$ cat config.mk
export PLATFORM = sky130hd
export DESIGN_NAME = controlador_de_jogo_flat
export DESIGN_NICKNAME = d
export VERILOG_FILES = /design/src/rtl/controlador_de_jogo_pkg.sv /design/src/rtl/controlador_de_jogo_if.sv /design/src/rtl/controlador_de_jogo_temporizador_pisca.sv /design/src/rtl/controlador_de_jogo.sv /design/src/flat_wrapper.sv
export SDC_FILE = /design/constraint.sdc
export NUM_CORES = 1
export LEC_CHECK = 0
export ABC_AREA = 0
export BUFFER_PORTS_ARGS = -buffer_cell sky130_fd_sc_hd__buf_2
export CAP_MARGIN = 0
export CORE_AREA = 4 4 73 75
export DETAILED_ROUTE_END_ITERATION = 10
export DIE_AREA = 0 0 77 79
export SYNTH_ARGS = -nofsm -noshare
export SYNTH_HDL_FRONTEND = slang
export SYNTH_SLANG_ARGS = --single-unit
$ cat constraint.sdc
create_clock -name clock -period 3.8 [get_ports clock]
set_input_delay 0 -clock clock [delete_from_list [all_inputs] [get_ports clock]]
set_output_delay 0 -clock clock [all_outputs]
set_load 0.01 [all_outputs]
$ cat src/rtl/controlador_de_jogo_pkg.sv
// Shared definitions for the battleship game sequencer: state codes, modo
// switch codes and default game constants, also used by the display and
// status LED logic.
package controlador_de_jogo_pkg;

  typedef enum logic [2:0] {
    ST_DESLIGADO  = 3'd0,
    ST_PREPARACAO = 3'd1,
    ST_ATAQUE     = 3'd2,
    ST_AVALIA     = 3'd3,
    ST_VITORIA    = 3'd4,
    ST_DERROTA    = 3'd5
  } estado_t;

  localparam logic [1:0] MODO_DESLIGADO  = 2'b00;
  localparam logic [1:0] MODO_PREPARACAO = 2'b01;
  localparam logic [1:0] MODO_ATAQUE     = 2'b10;
  localparam logic [1:0] MODO_INVALIDO   = 2'b11;

  localparam int VIDA_PADRAO    = 7;
  localparam int CELULAS_PADRAO = 9;
  localparam int TIMEOUT_PADRAO = 15;
  localparam int PISCA_PADRAO   = 4;

  // The invalid switch combination is treated exactly like "off".
  function automatic logic modo_desligado(input logic [1:0] modo);
    return (modo == MODO_DESLIGADO) || (modo == MODO_INVALIDO);
  endfunction

endpackage

$ cat src/rtl/controlador_de_jogo_if.sv
// Signal bundle between the game sequencer and the rest of the board:
// switches/buttons and attack results in, strobes/enables/status out.
interface controlador_de_jogo_if;

  logic [1:0] modo;
  logic       confirmar;
  logic       tick_lento;
  logic       res_valido;
  logic       res_acerto;
  logic       res_repetido;

  logic       carregar_mapa;
  logic       registrar_ataque;
  logic       en_preparacao;
  logic       en_ataque;
  logic       ligar_matriz;
  logic [2:0] vida;
  logic [5:0] acertos;
  logic [2:0] estado;
  logic       erro_mapa;

  // Board side: drives the controls, observes the sequencer.
  modport master (
    output modo, confirmar, tick_lento, res_valido, res_acerto, res_repetido,
    input  carregar_mapa, registrar_ataque, en_preparacao, en_ataque,
    input  ligar_matriz, vida, acertos, estado, erro_mapa
  );

  // Sequencer side.
  modport slave (
    input  modo, confirmar, tick_lento, res_valido, res_acerto, res_repetido,
    output carregar_mapa, registrar_ataque, en_preparacao, en_ataque,
    output ligar_matriz, vida, acertos, estado, erro_mapa
  );

endinterface

$ cat src/rtl/controlador_de_jogo_temporizador_pisca.sv
// Blink timer for the victory display: counts tick_lento pulses and toggles
// the blink phase every PISCA_TICKS pulses. Held cleared (count 0, phase 1)
// whenever it is not enabled, so every victory starts with the matrix lit.
module temporizador_pisca #(
  parameter int PISCA_TICKS = 4
) (
  input  logic clock,
  input  logic reset,
  input  logic habilitar,
  input  logic tick,
  output logic fase_prox
);

  localparam logic [3:0] CNT_FIM = 4'(PISCA_TICKS - 1);

  logic [3:0] cnt_q, cnt_d;
  logic       fase_q, fase_d;

  // Next count/phase; exposed so the owner can register it in step with its FSM.
  always_comb begin
    cnt_d  = cnt_q;
    fase_d = fase_q;
    if (!habilitar) begin
      cnt_d  = 4'd0;
      fase_d = 1'b1;
    end else if (tick) begin
      if (cnt_q == CNT_FIM) begin
        cnt_d  = 4'd0;
        fase_d = ~fase_q;
      end else begin
        cnt_d = cnt_q + 4'd1;
      end
    end
  end

  // Prescaler and phase registers.
  always_ff @(posedge clock or posedge reset) begin
    if (reset) begin
      cnt_q  <= 4'd0;
      fase_q <= 1'b1;
    end else begin
      cnt_q  <= cnt_d;
      fase_q <= fase_d;
    end
  end

  assign fase_prox = fase_d;

endmodule

$ cat src/rtl/controlador_de_jogo.sv
// Central battleship game sequencer: off -> map preparation -> attack ->
// evaluation -> victory/defeat. Owns the lives and hit counters, the attack
// result timeout, and issues one-cycle strobes to the map selector and the
// attack manager. Every output comes straight from a register.
module controlador_de_jogo
  import controlador_de_jogo_pkg::*;
#(
  parameter int VIDA_INICIAL  = VIDA_PADRAO,
  parameter int CELULAS_NAVIO = CELULAS_PADRAO,
  parameter int TIMEOUT_AVAL  = TIMEOUT_PADRAO,
  parameter int PISCA_TICKS   = PISCA_PADRAO
) (
  input  logic                  clock,
  input  logic                  reset,
  controlador_de_jogo_if.slave  bus
);

  localparam logic [2:0] VIDA_RST  = 3'(VIDA_INICIAL);
  localparam logic [5:0] CEL_MAX   = 6'(CELULAS_NAVIO);
  localparam logic [7:0] TIMER_FIM = 8'(TIMEOUT_AVAL - 1);

  estado_t    estado_q, estado_d;
  logic [2:0] vida_q, vida_d;
  logic [5:0] acertos_q, acertos_d;
  logic       mapa_ok_q, mapa_ok_d;
  logic [7:0] timer_q, timer_d;

  logic       carregar_q, carregar_d;
  logic       registrar_q, registrar_d;
  logic       erro_q, erro_d;
  logic       en_prep_q, en_prep_d;
  logic       en_atq_q, en_atq_d;
  logic       ligar_q, ligar_d;

  logic       desligar;
  logic       fase_prox;

  // Hit count stops at the number of ship cells.
  function automatic logic [5:0] sat_inc(input logic [5:0] v);
    return (v >= CEL_MAX) ? CEL_MAX : v + 6'd1;
  endfunction

  // Lives stop at zero.
  function automatic logic [2:0] sat_dec(input logic [2:0] v);
    return (v == 3'd0) ? 3'd0 : v - 3'd1;
  endfunction

  assign desligar = modo_desligado(bus.modo);

  temporizador_pisca #(
    .PISCA_TICKS (PISCA_TICKS)
  ) u_pisca (
    .clock     (clock),
    .reset     (reset),
    .habilitar (estado_q == ST_VITORIA),
    .tick      (bus.tick_lento),
    .fase_prox (fase_prox)
  );

  // Next-state, counter and strobe decode; switching off outranks everything.
  always_comb begin
    estado_d    = estado_q;
    vida_d      = vida_q;
    acertos_d   = acertos_q;
    mapa_ok_d   = mapa_ok_q;
    timer_d     = timer_q;
    carregar_d  = 1'b0;
    registrar_d = 1'b0;
    erro_d      = 1'b0;

    if (desligar) begin
      estado_d = ST_DESLIGADO;
    end else begin
      unique case (estado_q)
        ST_DESLIGADO: begin
          if (bus.modo == MODO_PREPARACAO) estado_d = ST_PREPARACAO;
          else                             erro_d   = 1'b1;
        end
        ST_PREPARACAO: begin
          if (bus.confirmar) begin
            carregar_d = 1'b1;
            mapa_ok_d  = 1'b1;
          end
          if (bus.modo == MODO_ATAQUE) begin
            if (mapa_ok_q) estado_d = ST_ATAQUE;
            else           erro_d   = 1'b1;
          end
        end
        ST_ATAQUE: begin
          // Going back to preparation mid-game is deliberately not possible.
          if (bus.confirmar) begin
            registrar_d = 1'b1;
            estado_d    = ST_AVALIA;
            timer_d     = 8'd0;
          end
        end
        ST_AVALIA: begin
          if (bus.res_valido) begin
            if (bus.res_repetido) begin
              estado_d = ST_ATAQUE;
            end else if (bus.res_acerto) begin
              acertos_d = sat_inc(acertos_q);
              estado_d  = (acertos_d == CEL_MAX) ? ST_VITORIA : ST_ATAQUE;
            end else begin
              vida_d   = sat_dec(vida_q);
              estado_d = (vida_d == 3'd0) ? ST_DERROTA : ST_ATAQUE;
            end
          end else if (timer_q == TIMER_FIM) begin
            estado_d = ST_ATAQUE;
          end else begin
            timer_d = timer_q + 8'd1;
          end
        end
        ST_VITORIA, ST_DERROTA: begin
          estado_d = estado_q;
        end
        default: estado_d = ST_DESLIGADO;
      endcase
    end

    // Being (or landing) in DESLIGADO always reloads a fresh game.
    if (estado_d == ST_DESLIGADO) begin
      vida_d    = VIDA_RST;
      acertos_d = 6'd0;
      mapa_ok_d = 1'b0;
    end
  end

  // Enables follow the next state so they line up with the registered state code.
  always_comb begin
    en_prep_d = (estado_d == ST_PREPARACAO);
    en_atq_d  = (estado_d == ST_ATAQUE) || (estado_d == ST_AVALIA);
    unique case (estado_d)
      ST_PREPARACAO, ST_ATAQUE, ST_AVALIA: ligar_d = 1'b1;
      ST_VITORIA:                          ligar_d = fase_prox;
      default:                             ligar_d = 1'b0;
    endcase
  end

  // State, counters and registered outputs.
  always_ff @(posedge clock or posedge reset) begin
    if (reset) begin
      estado_q    <= ST_DESLIGADO;
      vida_q      <= VIDA_RST;
      acertos_q   <= 6'd0;
      mapa_ok_q   <= 1'b0;
      timer_q     <= 8'd0;
      carregar_q  <= 1'b0;
      registrar_q <= 1'b0;
      erro_q      <= 1'b0;
      en_prep_q   <= 1'b0;
      en_atq_q    <= 1'b0;
      ligar_q     <= 1'b0;
    end else begin
      estado_q    <= estado_d;
      vida_q      <= vida_d;
      acertos_q   <= acertos_d;
      mapa_ok_q   <= mapa_ok_d;
      timer_q     <= timer_d;
      carregar_q  <= carregar_d;
      registrar_q <= registrar_d;
      erro_q      <= erro_d;
      en_prep_q   <= en_prep_d;
      en_atq_q    <= en_atq_d;
      ligar_q     <= ligar_d;
    end
  end

  assign bus.estado           = estado_q;
  assign bus.vida             = vida_q;
  assign bus.acertos          = acertos_q;
  assign bus.carregar_mapa    = carregar_q;
  assign bus.registrar_ataque = registrar_q;
  assign bus.erro_mapa        = erro_q;
  assign bus.en_preparacao    = en_prep_q;
  assign bus.en_ataque        = en_atq_q;
  assign bus.ligar_matriz     = ligar_q;

endmodule

$ cat src/flat_wrapper.sv
// flat-port wrapper written by rule: the top's interface ports become plain ports
module controlador_de_jogo_flat import controlador_de_jogo_pkg::*;
#(
  parameter int VIDA_INICIAL  = VIDA_PADRAO,
  parameter int CELULAS_NAVIO = CELULAS_PADRAO,
  parameter int TIMEOUT_AVAL  = TIMEOUT_PADRAO,
  parameter int PISCA_TICKS   = PISCA_PADRAO
)
  (clock, reset, bus_modo, bus_confirmar, bus_tick_lento, bus_res_valido, bus_res_acerto, bus_res_repetido, bus_carregar_mapa, bus_registrar_ataque, bus_en_preparacao, bus_en_ataque, bus_ligar_matriz, bus_vida, bus_acertos, bus_estado, bus_erro_mapa);
  controlador_de_jogo_if bus_i ();
  input  logic clock;
  input  logic reset;
  input wire logic [$bits(bus_i.modo)-1:0] bus_modo;
  input wire logic [$bits(bus_i.confirmar)-1:0] bus_confirmar;
  input wire logic [$bits(bus_i.tick_lento)-1:0] bus_tick_lento;
  input wire logic [$bits(bus_i.res_valido)-1:0] bus_res_valido;
  input wire logic [$bits(bus_i.res_acerto)-1:0] bus_res_acerto;
  input wire logic [$bits(bus_i.res_repetido)-1:0] bus_res_repetido;
  output wire logic [$bits(bus_i.carregar_mapa)-1:0] bus_carregar_mapa;
  output wire logic [$bits(bus_i.registrar_ataque)-1:0] bus_registrar_ataque;
  output wire logic [$bits(bus_i.en_preparacao)-1:0] bus_en_preparacao;
  output wire logic [$bits(bus_i.en_ataque)-1:0] bus_en_ataque;
  output wire logic [$bits(bus_i.ligar_matriz)-1:0] bus_ligar_matriz;
  output wire logic [$bits(bus_i.vida)-1:0] bus_vida;
  output wire logic [$bits(bus_i.acertos)-1:0] bus_acertos;
  output wire logic [$bits(bus_i.estado)-1:0] bus_estado;
  output wire logic [$bits(bus_i.erro_mapa)-1:0] bus_erro_mapa;
  assign bus_i.modo = bus_modo;
  assign bus_i.confirmar = bus_confirmar;
  assign bus_i.tick_lento = bus_tick_lento;
  assign bus_i.res_valido = bus_res_valido;
  assign bus_i.res_acerto = bus_res_acerto;
  assign bus_i.res_repetido = bus_res_repetido;
  assign bus_carregar_mapa = bus_i.carregar_mapa;
  assign bus_registrar_ataque = bus_i.registrar_ataque;
  assign bus_en_preparacao = bus_i.en_preparacao;
  assign bus_en_ataque = bus_i.en_ataque;
  assign bus_ligar_matriz = bus_i.ligar_matriz;
  assign bus_vida = bus_i.vida;
  assign bus_acertos = bus_i.acertos;
  assign bus_estado = bus_i.estado;
  assign bus_erro_mapa = bus_i.erro_mapa;
  controlador_de_jogo #(.VIDA_INICIAL(VIDA_INICIAL), .CELULAS_NAVIO(CELULAS_NAVIO), .TIMEOUT_AVAL(TIMEOUT_AVAL), .PISCA_TICKS(PISCA_TICKS)) u_core (.clock(clock), .reset(reset), .bus(bus_i));
endmodule
==> flow_summary_export.csv <==
group,metric,value,unit
drt,routedWlPerCell,15.0,um
grt,grt_start_max_net_pins,33,
timing,fin_tns_setup,0,ps
layout,diodes,0,
clocking,htreeDepth,2,
clocking,cts-root-buf,"clkbuf_8",
place,place.port_buffers,26,
yosys,ys_types,59,
power_and_ir_drop,swShare,24.6,%
clocking,cts_buffers,5,
yosys,syn_area,2030,sq um
critical_path,critPathMaxFanout,7,
yosys,yosys.area.top_type,"dfrtp_1",
yosys,ys_top_cells_by_count,"dfrtp_1, nand2_1, o21ai_0, inv_1, nor2_1",
power_and_ir_drop,p_int,0.572,mW
drt,first_pass_iters,4,
grt,grt_use_total,15.8,%
yosys,synthCells,213,
critical_path,startpoint_type,"flip-flop",
flow_run,cap_violations,0,
layout,fillers,450,
critical_path,path_class,"reg -> reg",
worst_hold_path,hold_class,"in -> reg",
run_status,outcome,"complete, no violations",
drt,drc,0,
power_and_ir_drop,p_total,0.758,mW
clocking,clock_path_buffers,2,
power_and_ir_drop,vdd_ir_drop_max,0.000189,V
power_and_ir_drop,switchingPower,0.186,mW
timing,hold_violations,0,
place,hpwlAfterDp,3.27,mm
power_and_ir_drop,p_seq_share,46.8,%
timing,worst_slew_pin_slew,739,ps
drt,drt.antenna.violating_nets,0,
timing,slew_viol_final,0,
timing,max_freq,436,MHz
yosys,postSynthAreaPerCell,9.52,sq um
power_and_ir_drop,p_clk_share,42.7,%
yosys,synth.area.top_cells,"dfrtp_1, dfstp_2, ha_1",
layout,area_growth,14.6,%
yosys,synth_most_common_cell,"dfrtp_1",
drt,drtIter0Drc,97,
floorplanning,start_util,43.5,%
critical_path,ff2ff_path_depth,8,
layout,drive_gt1_share,22.5,%
yosys,synth_fp_nets,230,
critical_path,crit_required,3980,ps
drt,viasPerCell,5.59,
yosys,synth-seq-cells,32,
clocking,cts_setup_buffers,0,
floorplanning,pin_count,27,
grt,grt_pass1_wl,7.74,mm
drt,vias,1666,
place,gp_congestion,0.792,
power_and_ir_drop,powerDensity,326,nW/um^2
grt,grt.overflow.total,0,
yosys,synth_warnings,0,
timing,fin_crit,2290,ps
yosys,synth_edf_count,0,
power_and_ir_drop,comb_power_share,10.5,%
clocking,tritoncts,"done",
clocking,clkTransAtPathRegs,70,ps
grt,grt_antenna_before_repair,0,
yosys,yosysSeqAreaShare,39.7,%
timing,setup_violations,0,
yosys,synth_top_cell_area_share,34.5,%
clocking,clk_latency,280,ps
drt,wirelength,4.48,mm
timing,rsz0062_at_grt,"no",
clocking,cts_sinks,32,
critical_path,worstSetupEndpointType,"flip-flop",
power_and_ir_drop,cellLeakagePower,1.06,nW
worst_hold_path,whs_path_depth,3,
timing,skew,5.33,ps
timing,maxSlewHeadroom,50.8,%
floorplanning,fp.dieH,79,um
layout,final_nets,260,
critical_path,worstPathArrival,2470,ps
yosys,synth_flop_cell,"dfrtp_1",
floorplanning,fp.dieW,77,um
floorplanning,rows,25,
grt,grt_pass1_vias,1644,
yosys,async_flop_share,100,%
floorplanning,core_area,4660,sq um
timing,period_share,60.4,%
floorplanning,die-area,6080,sq um
path summary, 6_finish.rpt:
check | slack (ps) | end | startpoint
max | 1510 | u_core.bus.vida[0] | u_core.bus.acertos[0]
min reg2reg | 500 | u_core.timer_q[7] | u_core.timer_q[7]
min in group asynchronous | 340 | u_core.mapa_ok_q | reset
max in group asynchronous | 3130 | u_core.bus.vida[2] | reset
max reg2reg | 1510 | u_core.bus.vida[0] | u_core.bus.acertos[0]
min | 40 | u_core.u_pisca.cnt_q[2] | bus_tick_lento
critical path: stages (launching register included):
cell and delay (ps):
dfrtp_1 480, inv_1 70, ha_1 320, nor3b_2 240, a211oi_2 130, a211oi_1 540
buf_4 250, and2_1 120, a31oi_1 40
sequential cells by signal, indices dropped and copies added (netlist names):
name / flops
u_core.bus.acertos: 6
u_core.bus.carregar_mapa: 1
u_core.bus.en_ataque: 1
u_core.bus.en_preparacao: 1
u_core.bus.erro_mapa: 1
u_core.bus.estado: 3
u_core.bus.ligar_matriz: 1
u_core.bus.registrar_ataque: 1
u_core.bus.vida: 3
u_core.mapa_ok_q: 1
u_core.timer_q: 8
u_core.u_pisca.cnt_q: 4
u_core.u_pisca.fase_q: 1
cell type report:
| cell class | count | area [sq um] | share of cell area (%) |
|---|---|---|---|
| Clock buffer | 5 | 68.8 | 2.96 |
| Clock inverter | 3 | 42.5 | 1.83 |
| Inverter | 14 | 52.6 | 2.26 |
| Multi-Input combinational cell | 160 | 1120 | 48.3 |
| Sequential cell | 32 | 806 | 34.7 |
| Tap cell | 54 | 67.6 | 2.91 |
| Timing Repair Buffer | 30 | 165 | 7.10 |
power groups by stage:
stage	Clock, mW	Sequential (mW)	Combinational [mW]
final	0.324	0.355	0.0796
after global placement	0	0.361	0.0784
after global routing	0.348	0.356	0.0872
after detailed placement	0	0.361	0.0790
after floorplan	0	0.361	0.0531
after CTS	0.332	0.355	0.0809
what timing repair did:
action	CTS	global route
hold buffers	2	0
hold endpoints to repair	29	0
resized for setup	0	0
logic make-up (layout without fill, tap and decap cells):
family	Yosys count	after routing	share of synthesized area [%]
buffers and inverters	21	52	4.93
AOI/OAI and AO/OA	61	61	23.1
xor gates and xnor gates	2	2	0.864
and+or+nand+nor	83	83	23.2
muxes	6	6	3.27
DFF	32	32	39.7
adders and majority gates	8	8	4.94
layout by cell type (no fill, tap or decap), drive strengths merged, types with 2 or more instances in the layout:
master / n
dfrtp: 28
buf: 28
nand2: 21
o21ai: 18
inv: 14
nor2: 14
a211oi: 9
nand3: 8
ha: 8
o31ai: 7
a21oi: 6
a31oi: 5
clkbuf: 5
nor2b: 5
and2: 4
mux2i: 4
and3: 4
nand2b: 4
dfstp: 4
nor4: 3
or3: 3
or2: 3
nand3b: 3
o21bai: 2
nand4b: 2
o211a: 2
a21o: 2
dlygate4sd3: 2
nor3b: 2
o211ai: 2
mux2: 2
a2111oi: 2
routing by layer:
metal	vias up	routed length (um)	GRT usage (%)
met2	26	2080	26.4
met1	799	2150	20.2
met3	4	196	3.97
met4	0	40	4.80
met5	-	0	0
li1	837	-	-
metrics by stage:
step	worst slack [ps]	instances	util [%]	cell area [sq um]	hold slack, ps
after global placement	1630	288	47.1	2190	111
after floorplan	1750	213	-	2030	108
after CTS	1520	298	49.9	2320	33.4
after global routing	1350	298	49.9	2320	40.2
final	1510	298	49.9	2320	38.5
after detailed placement	1530	288	47.1	2190	113
Note: power is estimated with default switching activity, not from simulation.
